[src/rtl/syncer_handshake_tx.sv]
// Source half of a two-phase req/ack bus synchronizer: captures a word on valid/ready,
// toggles xfer_req and holds xfer_data until the synchronized xfer_ack phase matches.
module syncer_handshake_tx #(
  parameter int unsigned      WIDTH          = 32,
  parameter int unsigned      SYNC_STAGES    = 2,
  parameter int unsigned      TIMEOUT_CYCLES = 0,
  parameter logic [WIDTH-1:0] RESET_DATA     = {WIDTH{1'b0}}
) (
  input  logic             clk,
  input  logic             resetn,
  input  logic             in_valid,
  output logic             in_ready,
  input  logic [WIDTH-1:0] in_data,
  output logic             xfer_req,
  output logic [WIDTH-1:0] xfer_data,
  input  logic             xfer_ack,
  output logic             done,
  output logic             busy,
  output logic             timeout_err,
  input  logic             err_clear
);

  localparam int unsigned CNT_W = (TIMEOUT_CYCLES > 0) ? $clog2(TIMEOUT_CYCLES + 1) : 1;
  localparam logic [CNT_W-1:0] CNT_MAX = CNT_W'(TIMEOUT_CYCLES);
  localparam bit TO_EN = (TIMEOUT_CYCLES > 0);

  typedef enum logic {
    IDLE     = 1'b0,
    WAIT_ACK = 1'b1
  } state_t;

  state_t                 state_q, state_d;
  logic                   req_q, req_d;
  logic [WIDTH-1:0]       data_q, data_d;
  logic                   done_q, done_d;
  logic                   err_q, err_d;
  logic [CNT_W-1:0]       cnt_q, cnt_d;
  (* ASYNC_REG = "TRUE" *)
  logic [SYNC_STAGES-1:0] ack_sync_q;
  logic [SYNC_STAGES-1:0] ack_sync_d;
  logic                   ack_s;
  logic                   err_set;

  assign ack_s = ack_sync_q[SYNC_STAGES-1];

  always_comb begin
    state_d    = state_q;
    req_d      = req_q;
    data_d     = data_q;
    done_d     = 1'b0;
    cnt_d      = cnt_q;
    err_set    = 1'b0;
    ack_sync_d = {ack_sync_q[SYNC_STAGES-2:0], xfer_ack};

    if (state_q == IDLE) begin
      if (in_valid) begin
        data_d  = in_data;
        req_d   = ~req_q;
        state_d = WAIT_ACK;
        cnt_d   = '0;
      end
    end else begin
      // Completion is phase equality, so a missed toggle can never wedge the pair.
      if (ack_s == req_q) begin
        state_d = IDLE;
        done_d  = 1'b1;
      end else begin
        if (cnt_q != CNT_MAX) begin
          cnt_d = cnt_q + CNT_W'(1);
        end
        // Fires once, on the step into saturation, so a clear while still waiting sticks.
        if (TO_EN && (cnt_q == CNT_MAX - CNT_W'(1))) begin
          err_set = 1'b1;
        end
      end
    end

    if (err_set) begin
      err_d = 1'b1;
    end else if (err_clear) begin
      err_d = 1'b0;
    end else begin
      err_d = err_q;
    end
  end

  always_ff @(posedge clk or negedge resetn) begin
    if (!resetn) begin
      state_q    <= IDLE;
      req_q      <= 1'b0;
      data_q     <= RESET_DATA;
      done_q     <= 1'b0;
      err_q      <= 1'b0;
      cnt_q      <= '0;
      ack_sync_q <= '0;
    end else begin
      state_q    <= state_d;
      req_q      <= req_d;
      data_q     <= data_d;
      done_q     <= done_d;
      err_q      <= err_d;
      cnt_q      <= cnt_d;
      ack_sync_q <= ack_sync_d;
    end
  end

  assign in_ready    = (state_q == IDLE);
  assign busy        = (state_q == WAIT_ACK);
  assign xfer_req    = req_q;
  assign xfer_data   = data_q;
  assign done        = done_q;
  assign timeout_err = err_q;

endmodule

[config.mk]
export PLATFORM = sky130hd
export DESIGN_NAME = syncer_handshake_tx
export DESIGN_NICKNAME = d
export VERILOG_FILES = /design/src/rtl/syncer_handshake_tx.sv
export SDC_FILE = /design/constraint.sdc
export NUM_CORES = 1
export LEC_CHECK = 0
export CORE_MARGIN = 5
export CORE_UTILIZATION = 43
export CTS_CLUSTER_DIAMETER = 60
export DETAILED_ROUTE_END_ITERATION = 10
export GPL_ROUTABILITY_DRIVEN = 0
export GPL_TIMING_DRIVEN = 0
export PLACE_DENSITY_LB_ADDON = 0.25
export SYNTH_ARGS = -nofsm -noshare
export SYNTH_HDL_FRONTEND = slang
export SYNTH_SLANG_ARGS = --single-unit
[constraint.sdc]
create_clock -name clk -period 4.1 [get_ports clk]
set_clock_uncertainty 0.1 [all_clocks]
set_input_delay 0.82 -clock clk [delete_from_list [all_inputs] [get_ports clk]]
set_output_delay 0.82 -clock clk [all_outputs]
set_load 0.01 [all_outputs]
==> metrics.md <==
| Metric | Value |
|---|---|
| Total gr overflow | `0` |
| P_leak | `1.04 nW` |
| Post-Place Worst Slack | `1.77 ns` |
| R2R Setup Slk | `2.67 ns` |
| Crit end category | `output port` |
| Fmax | `0.441 GHz` |
| Final Hold Viols | `0` |
| Synthesized area | `1520 µm²` |
| Sum Neg Setup Slack | `0 ns` |
| Maxcap violations | `0` |
| Hold crit path type | `flip-flop to flip-flop` |
| Drt pass-1 iters | `2` |
| Int Pwr | `0.00125 W` |
| Clock root cell | `clkbuf_4` |
| ANT nets after route | `0` |
| CP peak stage delay | `0.52 ns` |
| Final cell count without fillers | `207` |
| Levels on crit path | `2` |
| Finished layout cell area | `2350 µm²` |
| RR Startpoint | `busy$_DFF_PN0_` |
| Buffers on Ports | `71` |
| Ratio of cells with drive above 1 in the final layout | `28.6%` |
| Cell variety after synth | `14` |
| Sw frac | `28.5%` |
| Dpl hpwl | `2330 µm` |
| Post-synth top area share | `60.9%` |
| Dpl cell area | `2280 µm²` |
| Nets | `197` |
| Drt wl/cell | `15.1 µm` |
| Seq pwr share | `36.8%` |
| Leading post-synthesis cells by cell area | `dfrtp_1 (61%), mux2_4 (29%), buf_12 (4.0%), mux2_2 (2.2%), buf_6 (0.74%)` |
| Crit-path cells | `inv_1 -> clkdlybuf4s50_1` |
| I/O pin cnt | `74` |
| # DRC | `0` |
| Worst EP required | `3.18 ns` |
| Crit path max-delay cell type | `clkdlybuf4s50_1` |
| Mean Syn Cell Area | `18.5 µm²` |
| R2R cell count | `4` |
| TritonCTS Buffers | `5` |
| Yosys warns | `0` |
| Unrepaired setup endpoints after global routing | `no` |
| Tcrit/Tclk final | `55.3%` |
| PwrDens | `745 nW/µm²` |
| Net Count, Synth | `119` |
| Number of synthesized register bits | `37` |
| Synth area leader | `dfrtp_1` |
| Worst skew pair latency | `0.32 ns` |
| Clock power share | `12.0%` |
| Startpoint types | `flip-flop` |
| Arr. time, crit path | `1.35 ns` |
| Buf/Inv on CP | `2` |
| Total power | `0.00175 W` |
| Worst Setup Slack, final | `1.83 ns` |
| Pins Over Slew Limit | `0` |
| Final min period | `2.27 ns` |
| Setup Fix Bufs, Post-CTS | `0` |
| Cell count after placement | `199` |
| Routed WL | `3120 µm` |
| Sw Pwr | `0.000500 W` |
| Clock transition at path regs | `0.10 ns` |
| Routed via count | `929` |
| Crit-path max FO | `6` |
| CTS H-tree lvls | `2` |
| Critical Path Sink | `in_ready` |
| Crit path max-delay family | `buffers and inverters` |
| Crit path launch | `busy$_DFF_PN0_` |
| Worst slew pin tran | `0.790 ns` |
| # setup viols final | `0` |
| Maximum clock path buffer count | `2` |
| Sequential element share of the synthesized area | `60.9%` |
| First-pass GRT wire length | `5050 µm` |
| List of most frequent post-synthesis cells | `dfrtp_1 (37), mux2_4 (29), buf_12 (3), mux2_2 (3)` |
| Status | `finished clean` |
| Die width | `69.5 µm` |
| CTS tree | `built` |
| DRT iter0 DRCs | `29` |
| Cell row count | `21` |
| Die ar. | `4820 µm²` |
| Diode count | `0` |
| Initial antenna violation count | `0` |
| Clk sink count | `37` |
| Rel. slew slack | `47.3%` |
| Synth-to-Final Area Change | `54.8%` |
| Core Area | `3390 µm²` |
| R2R Path End | `xfer_data[18]$_DFFE_PN0P_` |
| Post-synth top flop | `dfrtp_1` |
| Post-synth ARST share | `100%` |
| Drt via density | `4.49` |
| Die Ht | `69.5 µm` |
| Number of synthesized flops with an enable pin | `0` |
| Vias in the first global route | `1075` |
| Largest net degree at the start of global routing | `38` |
| VDD IR max | `0.443 mV` |
| Post_cts resized | `0` |
| Cells after Synth | `82` |
| Gr usage total | `13.4%` |
| Comb pwr share | `51.2%` |
| Initial Util | `44.9%` |
| Top-count cell post-synth | `dfrtp_1` |
| Hold buffer count at cts | `0` |
| Kind of critical path | `flip-flop to output port` |
[worst min path at each step]
stage	from	end	slack, ns	cells after the start
after detailed placement	ack_sync_q[0]$_DFF_PN0_	ack_sync_q[1]$_DFF_PN0_	0.25	0
after floorplan	ack_sync_q[0]$_DFF_PN0_	ack_sync_q[1]$_DFF_PN0_	0.23	0
after CTS	ack_sync_q[0]$_DFF_PN0_	ack_sync_q[1]$_DFF_PN0_	0.27	0
after global routing	ack_sync_q[0]$_DFF_PN0_	ack_sync_q[1]$_DFF_PN0_	0.29	0
after global placement	ack_sync_q[0]$_DFF_PN0_	ack_sync_q[1]$_DFF_PN0_	0.24	0
final	ack_sync_q[0]$_DFF_PN0_	ack_sync_q[1]$_DFF_PN0_	0.26	0
[worst register-to-register path, stage by stage, from the launching register on]
cell	delay [ns]
dfrtp_1	0.44
nor2b_1	0.16
buf_6	0.17
buf_12	0.16
mux2_4	0.31
[metal layers]
layer | share of wire, % | track usage (%)
met4 | 1.3 | 6.51
met5 | 0 | 0
met1 | 42 | 14.5
met2 | 47 | 21.8
met3 | 10 | 6.52
[placed cells by master, fill, tap and decap left out, drive strengths merged, types with 6 or more instances in the layout]
cell type	instances
buf	6
dfrtp	37
clkdlybuf4s50	70
mux2	32
clkbuf	7
[power groups by stage]
stage	clock network (W)	logic [W]	registers [W]
final	0.000211	0.000898	0.000645
after floorplan	0	0.000365	0.000728
after CTS	0.000222	0.000913	0.000647
after detailed placement	0	0.000908	0.000651
after global routing	0.000234	0.000947	0.000667
after global placement	0	0.000896	0.000641
[state kept, by name (all words and copies together), names as in the netlist]
name / flops
done: 1
ack_sync_q: 2
busy: 1
xfer_req: 1
xfer_data: 32
[final cells by class]
cell class                 instances  area [µm²]
clock buffer                       7        65.1
fill                             229        1040
buffer                             5        78.8
timing repair buffer              71         706
inverter                           1        3.75
multi-input combinational         39         512
sequential                        37         926
clock inverter                     1        5.00
tap                               46        57.6
[metrics by stage]
stage                     utilization, %  hold WS (ns)
after floorplan                        -         0.231
after global placement              67.5         0.235
after detailed placement            67.4         0.250
after CTS                           69.4         0.274
after global routing                69.4         0.286
final                               69.4         0.265
[cells by family after synthesis]
family                    share of synthesized area [%]
other                                             0.247
DFF                                                60.9
xor gates and xnor gates                           1.15
muxes                                              30.9
AOI/OAI and AO/OA                                 0.329
buffers and inverters                              5.43
and+or+nand+nor                                    1.07
(Power assumes the default switching activity.)
